==> src/rtl/pulse_gen.sv <==
// Programmable pulse-train generator: on start, emits pulse_count pulses of
// high_len clocks separated by low_len clocks, then strobes done.
// Optional PULSE_GEN_SWEEP_EN: the high length grows by one per pulse (saturating).
module pulse_gen #(
  parameter int unsigned N_BITS = 8,
  parameter int unsigned N_CNT  = 8
) (
  input  logic              clk,
  input  logic              reset,
  input  logic              start,
  input  logic [N_BITS-1:0] high_len,
  input  logic [N_BITS-1:0] low_len,
  input  logic [N_CNT-1:0]  pulse_count,
  output logic              pulse_out,
  output logic              busy,
  output logic              done,
  output logic [N_BITS-1:0] last_high
);

  typedef enum logic [1:0] {
    S_IDLE = 2'd0,
    S_HIGH = 2'd1,
    S_LOW  = 2'd2
  } state_t;

`ifdef PULSE_GEN_SWEEP_EN
  localparam logic [N_BITS-1:0] H_MAX = '1;
`endif

  state_t            state;
  state_t            state_next;

  logic [N_BITS-1:0] high_cur;   // width of the pulse in flight (already clamped)
  logic [N_BITS-1:0] low_lat;    // clamped gap length
  logic [N_BITS-1:0] high_cnt;
  logic [N_BITS-1:0] low_cnt;
  logic [N_CNT-1:0]  rem_cnt;

  logic              accept;
  logic              high_end;
  logic              low_end;
  logic              last_pulse;

  logic              pulse_d;
  logic              busy_d;
  logic              done_d;

  // Zero lengths are clamped so every phase lasts at least one clock.
  function automatic logic [N_BITS-1:0] clamp1(input logic [N_BITS-1:0] v);
    return (v == '0) ? N_BITS'(1) : v;
  endfunction

  always_comb begin
    accept     = (state == S_IDLE) && start;
    high_end   = (state == S_HIGH) && (high_cnt == '0);
    low_end    = (state == S_LOW)  && (low_cnt == '0);
    last_pulse = (rem_cnt == N_CNT'(1));
  end

  // State register.
  always_ff @(posedge clk or posedge reset) begin
    if (reset) begin
      state <= S_IDLE;
    end else begin
      state <= state_next;
    end
  end

  // Next-state logic.
  always_comb begin
    state_next = state;
    case (state)
      S_IDLE: begin
        if (start && (pulse_count != '0)) begin
          state_next = S_HIGH;
        end
      end
      S_HIGH: begin
        if (high_cnt == '0) begin
          state_next = last_pulse ? S_IDLE : S_LOW;
        end
      end
      S_LOW: begin
        if (low_cnt == '0) begin
          state_next = S_HIGH;
        end
      end
      default: state_next = S_IDLE;
    endcase
  end

  // Output decode; values are registered below so pulse_out follows the next state.
  always_comb begin
    pulse_d = 1'b0;
    busy_d  = 1'b0;
    done_d  = 1'b0;
    pulse_d = (state_next == S_HIGH);
    busy_d  = (state_next != S_IDLE);
    done_d  = (accept && (pulse_count == '0)) || (high_end && last_pulse);
  end

  always_ff @(posedge clk or posedge reset) begin
    if (reset) begin
      pulse_out <= 1'b0;
      busy      <= 1'b0;
      done      <= 1'b0;
    end else begin
      pulse_out <= pulse_d;
      busy      <= busy_d;
      done      <= done_d;
    end
  end

  // Burst datapath: latched lengths, phase counters and remaining-pulse count.
  always_ff @(posedge clk or posedge reset) begin
    if (reset) begin
      high_cur  <= '0;
      low_lat   <= '0;
      high_cnt  <= '0;
      low_cnt   <= '0;
      rem_cnt   <= '0;
      last_high <= '0;
    end else begin
      if (accept) begin
        high_cur <= clamp1(high_len);
        low_lat  <= clamp1(low_len);
        high_cnt <= clamp1(high_len) - N_BITS'(1);
        rem_cnt  <= pulse_count;
      end else if (state == S_HIGH) begin
        if (high_end) begin
          rem_cnt   <= rem_cnt - N_CNT'(1);
          last_high <= high_cur;
          low_cnt   <= low_lat - N_BITS'(1);
`ifdef PULSE_GEN_SWEEP_EN
          if (high_cur != H_MAX) begin
            high_cur <= high_cur + N_BITS'(1);
          end
`endif
        end else begin
          high_cnt <= high_cnt - N_BITS'(1);
        end
      end else if (state == S_LOW) begin
        if (low_end) begin
          high_cnt <= high_cur - N_BITS'(1);
        end else begin
          low_cnt <= low_cnt - N_BITS'(1);
        end
      end
    end
  end

  // Structural invariants of the registered outputs.
  a_pulse_implies_busy : assert property (@(posedge clk) disable iff (reset)
    pulse_out |-> busy);
  a_done_is_idle : assert property (@(posedge clk) disable iff (reset)
    done |-> (!busy && !pulse_out));

endmodule

==> config.mk <==
export PLATFORM = sky130hd
export DESIGN_NAME = pulse_gen
export DESIGN_NICKNAME = d
export VERILOG_FILES = /design/src/rtl/pulse_gen.sv
export SDC_FILE = /design/constraint.sdc
export NUM_CORES = 1
export LEC_CHECK = 0
export CORE_MARGIN = 4
export CORE_UTILIZATION = 50
export DETAILED_ROUTE_END_ITERATION = 6
export GPL_ROUTABILITY_DRIVEN = 1
export PLACE_DENSITY = 0.76
export SYNTH_ARGS = -nofsm -noshare
export SYNTH_HDL_FRONTEND = slang
export SYNTH_SLANG_ARGS = --single-unit
==> constraint.sdc <==
create_clock -name clk -period 2.9 [get_ports clk]
set_input_delay 0.58 -clock clk [delete_from_list [all_inputs] [get_ports clk]]
set_output_delay 0.58 -clock clk [all_outputs]
set_load 0.005 [all_outputs]
==> results.ini, run 1 <==
[outcome]
status = complete, no violations

[sta]
min_period_ps = 2593
skew_ps = 8.402
grt_setup_unrepaired = false
final.setup.worst_slack_ps = 307.0
setup_violations = 0
tightestPinTransition_ps = 743.1
finalSetupTns_ps = 0
period_share_pct = 89.41
max_freq_mhz = 385.7
hold_viol = 0
relSlewSlack_pct = 50.00
final_max_slew_viol_count = 0

[setup_path]
critPathMostFrequentCell = ha_1
crit_chain = inv_1 -> ha_1 -> buf_12 -> mux2i_1 -> ha_1 -> o221ai_1 -> a211oi_1 -> a31oi_1 -> o21ai_1
required_ps = 3150
worstSetupEndpointType = register
critPathLaunch = state[1]$_DFF_PP0_
cp-start-kind = register
crit_type = reg2reg
slowest_stage = dfrtp_1
slowest_delay_ps = 440
crit_buf_inv = 2
cp_top_family = adder cells
cp.arrival_ps = 2840
rr_startpoint = state[1]$_DFF_PP0_
crit_fanout = 28

[synthesis]
synthFlopType = dfrtp_1
ys_top_cells_by_area = dfrtp_1, nand2_1, mux2_1, mux2i_1, o21ai_1
synth_xor_area_share_pct = 3.882
muxShareOfSynthArea_pct = 8.319
ys_warn_count = 0
yosys.area_share.simple_pct = 19.97
ys_seq_area_share_pct = 45.22
async_flop_share_pct = 100.0
synth.distinct_cells = 52
synth-seq-cells = 53
synth_top_family_by_area = simple AND/OR/NAND/NOR gates
syn_area_mm2 = 0.002933
avgSynthCellArea_um2 = 9.400
synth_cells = 312
synthesis.nets = 347
synth_edf_count = 0
synth_compound_area_share_pct = 15.53
synthAdderAreaFrac_pct = 3.413
yosys.area.top_type = dfrtp_1
synth_top_area_share_pct = 45.22

[placed_design]
hpwl_um = 5041
dp.cells = 421
port_buffers = 37
placed_cell_area_mm2 = 0.003437
preCtsSetupSlack_ps = 208.6
place_congestion = 0.8575

[die]
pin_count = 38
core-area_mm2 = 0.005608
std_cell_rows = 27
start_util_pct = 52.30
die_area_mm2 = 0.007155
fp.dieH_um = 84.59
die_x_um = 84.59

[cts]
cts-htree-levels = 2
clock_path_buffers = 2
cts_tree = yes
post-cts-setup-buffers = 0
cts.sinks = 53
cts_resized = 0
cts_buffers = 5
cts_hold_buf = 0
clk_latency_ps = 310
clk_pin_slew_ps = 100
clockRootBuffer = clkbuf_8

[grt]
use_met1_pct = 25.68
grt.busiest_layer = met2
grt_pass1_vias = 2280
grtUsageMet2_pct = 31.46
use_met3_pct = 3.631
grt_use_total_pct = 19.06
grt_pass1_wl_um = 11110
grt_max_degree = 29
overflow = 0
antenna_found_initial = 0

[routing]
drt_pre_antenna_iters = 4
drt_wl_total_um = 6568
drt_iter0_drc = 116
drc = 0
vias_per_cell = 5.674
routedWlPerCell_um = 15.31
num_vias = 2434
antenna_left = 0

[final_layout]
utilization_pct = 62.96
drive_gt1_share_pct = 8.403
final_area_mm2 = 0.003531
syn2layout_area_growth_pct = 20.39
n_antenna_cell = 0
layout.nets = 391
fin_cells = 429

[flow_run]
maxCapViolCount = 0

[power]
vdd_drop_max_v = 0.0002804
p_per_area_mw_per_mm2 = 351.2
leakage_nw = 1.528

[hold_path]
min_path_type = reg2reg
min_from = last_high[4]$_DFFE_PP0N_

-- placed cells by master (no fill, tap or decap), types with 8 or more instances in the layout --
cell / n
dfrtp_1: 53
nand2_1: 51
clkdlybuf4s50_1: 37
o21ai_1: 21
nor2_1: 19
a21oi_1: 14
buf_4: 14
mux2i_1: 12
nor3_1: 11
mux2_1: 11
nand3_1: 10
xnor2_1: 8
o21ai_0: 8
ha_1: 8
-- final timing paths --
kind                                            endpoint  slack [ps]  depth (start not counted)
worst max-delay path              low_cnt[6]$_DFFE_PP0P_         310                          9
worst min-delay path            last_high[4]$_DFFE_PP0N_         500                          1
worst max register to register    low_cnt[6]$_DFFE_PP0P_         310                          9
worst min register to register  last_high[4]$_DFFE_PP0N_         500                          1
max in group asynchronous        high_cnt[2]$_DFFE_PP0P_        1660                          3
min in group asynchronous         low_lat[6]$_DFFE_PP0N_         620                          2
-- metrics by stage --
stage | hold WS [ps] | power [mW]
global placement | 470.6 | 0.8204
detailed placement | 476.6 | 0.8203
global route | 529.0 | 1.288
floorplan | 445.4 | 0.7687
finish | 499.7 | 1.240
CTS | 506.0 | 1.252
-- registers in the layout, indices dropped and copies added, names as in the netlist, 2 cells and up --
register / flops
high_cnt: 8
low_lat: 8
rem_cnt: 8
state: 2
last_high: 8
high_cur: 8
low_cnt: 8
-- where the power goes --
part	internal, mW	switching (mW)
sequential	0.738	0
combinational	0.0373	0.0293
clock	0.175	0.260
-- synth_stat cells, drive strengths merged, types with 2 or more instances --
cell / instances
nor2: 19
inv: 7
nor4: 7
o21ai: 30
a21oi: 14
o21a: 4
nand3: 10
buf: 9
nand2b: 2
nor3: 11
o22a: 2
nor3b: 7
nand2: 51
and2: 3
a22oi: 2
nand4: 2
ha: 8
xor2: 5
a311oi: 2
clkbuf: 6
mux2: 11
dfrtp: 53
or3: 3
xnor2: 8
a31oi: 6
mux2i: 12
-- metal layers --
metal  up-vias  routed length, um
met2        40               3203
li1       1208                  -
met3         7                256
met1      1179               3024
met4         0                 84
met5         -                  0
-- final cells by class --
| class | instances | area, um2 |
|---|---|---|
| timing repair buffer | 52 | 495.5 |
| fill | 502 | 2077 |
| tap | 72 | 90.09 |
| clock buffer | 5 | 68.82 |
| inverter | 7 | 26.28 |
| clock inverter | 3 | 25.02 |
| sequential | 53 | 1326 |
| multi-input combinational | 237 | 1499 |
-- worst register-to-register path, stage by stage, from the launching register on --
cell and delay (ps):
dfrtp_1 440, inv_1 100, ha_1 380, buf_12 230, mux2i_1 380, ha_1 330, o221ai_1 220, a211oi_1 260
a31oi_1 70, o21ai_1 120
-- kinds of logic (layout without fill, tap and decap cells) --
family / count (synthesis) / in the layout
xor gates and xnor gates: 13 / 13
DFF: 53 / 53
buffers and inverters: 22 / 67
AOI/OAI and AO/OA: 72 / 72
and+or+nand+nor: 121 / 121
muxes: 23 / 23
adders and majority gates: 8 / 8
Power figures use the tool's default switching activity.
==> run 2: changes to the inputs <==
--- a/config.mk
+++ b/config.mk
@@ -5,6 +5,7 @@
 export SDC_FILE = /design/constraint.sdc
 export NUM_CORES = 1
 export LEC_CHECK = 0
+export CAP_MARGIN = 10
 export CORE_MARGIN = 4
 export CORE_UTILIZATION = 50
 export DETAILED_ROUTE_END_ITERATION = 6
==> results of run 2 <==
No change in the layout: final DEF, timing and power equal those of run 1.
==> run 3: changes to the inputs <==
--- a/config.mk
+++ b/config.mk
@@ -6,7 +6,7 @@
 export NUM_CORES = 1
 export LEC_CHECK = 0
 export CAP_MARGIN = 10
-export CORE_MARGIN = 4
+export CORE_MARGIN = 2
 export CORE_UTILIZATION = 50
 export DETAILED_ROUTE_END_ITERATION = 6
 export GPL_ROUTABILITY_DRIVEN = 1
==> run 3 against run 2 <==
  * Design area fell by 1.6%
  * Register-to-register slack is essentially flat
  * Global-route usage is 3.2 points higher
  * Critical path depth shrank 2
  * Utilization fell by 0.61 points
  * Combinational power shrank 3.8%
  * Wire length down 0.93%
  * First-iteration DRC count grew 33%
  * Clock power fell by 12%
  * Clock skew hardly changed
  * Count of clock-buffer cells in the layout did not move
  * Flip-flop and latch count unchanged
  * Critical endpoint is now high_cnt[7]$_DFFE_PP0P_
  * Largest power group unchanged
==> results.ini, run 3 (synthesis gave the netlist of run 1 again) <==
[final_layout]
layout.nets = 386  ; -1.3%
nFillCells = 501  ; -0.20%
n_antenna_cell = 0  ; unchanged
multi_input_area_mm2 = 0.001501  ; +0.17%
ff_latch_area_mm2 = 0.001326  ; unchanged
syn2layout_area_growth_pct = 18.52
layout_commonest_cell = dfrtp_1
layout_common_cells = dfrtp_1, nand2_1, clkdlybuf4s50_1, o21ai_1, nor2_1
drive_gt1_share_pct = 6.857  ; -1.5 points

[die]
die_x_um = 80.59  ; -4.7%
core-area_mm2 = 0.005574  ; -0.60%
start_util_pct = 52.62  ; +0.32 points
fp.dieH_um = 80.59  ; -4.7%
pin_count = 38  ; unchanged
std_cell_rows = 27  ; unchanged
die_area_mm2 = 0.006494  ; -9.2%

[power]
p_int_mw = 0.9333  ; -1.8%
power.share.switching_pct = 21.32  ; -2.0 points
p_comb_share_pct = 5.4  ; about the same
p_per_area_mw_per_mm2 = 341.3  ; -2.8%
pwr-share-seq_pct = 62.2  ; +2.6 points
p_sw_mw = 0.2530  ; -13%
leakage_nw = 1.496  ; -2.1%
clockPowerShare_pct = 32.4  ; -2.7 points
vdd_drop_max_v = 0.0002868  ; +2.3%

[setup_path]
cp-start-kind = register
crit_fanout = 9  ; -68%
slowest_delay_ps = 530  ; +90 ps
r2r_cells = 7  ; -2
required_ps = 3130  ; -20 ps
r2r_end = high_cnt[7]$_DFFE_PP0P_
r2r_slack_ps = 310  ; about the same
crit_type = reg2reg
slowest_stage = or4_1
crit_chain = inv_1 -> ha_1 -> and2_4 -> o21ai_0 -> or3_4 -> or4_1 -> a31oi_1
cp.arrival_ps = 2820  ; -20 ps
rr_startpoint = state[0]$_DFF_PP0_
worstSetupEndpointType = register

[grt]
overflow = 0  ; unchanged
grt_max_degree = 54  ; +86%
grt_pass1_vias = 2464  ; +8.1%
grt_pass1_wl_um = 11180  ; +0.62%
grt_use_total_pct = 22.22  ; +3.2 points
antenna_found_initial = 0  ; unchanged

[cts]
cts_buffers = 5  ; unchanged
clk_latency_ps = 300  ; about the same
clock_path_buffers = 2  ; unchanged
cts-htree-levels = 2  ; unchanged
cts_tree = yes
post-cts-setup-buffers = 0  ; unchanged
cts.sinks = 53  ; unchanged
clockRootBuffer = clkbuf_8
clk_pin_slew_ps = 90  ; about the same
cts_hold_buf = 0  ; unchanged

[routing]
antenna_left = 0  ; unchanged
drt_wl_total_um = 6507  ; -0.93%
drc = 0  ; unchanged
num_vias = 2428  ; -0.25%
drt_pre_antenna_iters = 4  ; unchanged
routedWlPerCell_um = 15.42  ; +0.71%
vias_per_cell = 5.754  ; +1.4%
drt_iter0_drc = 154  ; +33%

[sta]
period_share_pct = 89.42  ; about the same
tightestPinTransition_ps = 811.3  ; +68.13 ps
hold_viol = 0  ; unchanged
final_max_slew_viol_count = 0  ; unchanged
setup_violations = 0  ; unchanged
whs_ps = 494.5  ; -5.122 ps
max_freq_mhz = 385.6  ; about the same
grt_setup_unrepaired = false
relSlewSlack_pct = 45.42  ; -4.6 points
finalSetupTns_ps = 0  ; unchanged
min_period_ps = 2593  ; +0.1010 ps
skew_ps = 8.602  ; +0.1997 ps

[hold_path]
hold_path_depth = 1  ; unchanged
min_path_type = reg2reg
min_from = last_high[5]$_DFFE_PP0N_
holdPathEnd = last_high[5]$_DFFE_PP0N_

[placed_design]
port_buffers = 37  ; unchanged
place_congestion = 0.9714  ; +13%
hpwl_um = 4860  ; -3.6%

[flow_run]
maxCapViolCount = 0  ; unchanged

[outcome]
status = complete, no violations

## run 3: how the worst max path moves through the flow
stage                                    to  slack, ps                from
floorplan           high_cnt[4]$_DFFE_PP0P_        220  state[1]$_DFF_PP0_
global placement    high_cnt[7]$_DFFE_PP0P_        260               start
detailed placement  high_cnt[4]$_DFFE_PP0P_        190               start
CTS                  low_cnt[6]$_DFFE_PP0P_        210  state[1]$_DFF_PP0_
global route         low_cnt[6]$_DFFE_PP0P_         90  state[1]$_DFF_PP0_
finish              high_cnt[7]$_DFFE_PP0P_        310  state[0]$_DFF_PP0_
## run 3: layer usage
| metal | share of wire, % | up-vias | track usage [%] |
|---|---|---|---|
| li1 | - | 1195 | - |
| met1 | 45 | 1171 | 28.24 |
| met2 | 50 | 55 | 38.92 |
| met3 | 3.9 | 7 | 3.708 |
| met4 | 1.1 | 0 | 6.271 |
| met5 | 0 | - | 0 |
## run 3: what timing repair did
item,in CTS,in global routing
endpoints found under the hold margin,0,0
gates resized for setup,0,1
endpoints found under the setup margin,0,1
## run 3: metrics by stage
stage	std cells	power (mW)	area (um2)	setup WS, ps	util, %
floorplan	312	0.7687	2933	221.1	-
global placement	416	0.8181	3400	259.6	60.99
detailed placement	416	0.8182	3400	188.7	60.99
CTS	422	1.203	3473	211.5	62.31
global route	422	1.237	3476	88.99	62.36
finish	422	1.186	3476	306.9	62.36
## run 3: final cells by class
cell class / count / area share [%]
Clock inverter: 1 / 0.1440
Multi-Input combinational cell: 237 / 43.20
Clock buffer: 5 / 1.980
Timing Repair Buffer: 47 / 13.17
Inverter: 7 / 0.7559
Tap cell: 72 / 2.592
Sequential cell: 53 / 38.16
## run 3: power groups by stage
| stage | Combinational, mW | Sequential (mW) | Clock (mW) |
|---|---|---|---|
| after global routing | 0.0711 | 0.738 | 0.428 |
| after detailed placement | 0.0652 | 0.753 | 0 |
| after global placement | 0.0651 | 0.753 | 0 |
| after floorplan | 0.0157 | 0.753 | 0 |
| after CTS | 0.0651 | 0.738 | 0.400 |
| final | 0.0641 | 0.738 | 0.384 |
## run 3: worst max-delay path, delay by kind of cell, from the launching register on
kind / cells / cell delay (ps)
flops: 1 / 430
simple gates: 3 / 1240
compound gates: 2 / 390
buf+inv: 1 / 100
fa+ha+maj: 1 / 370
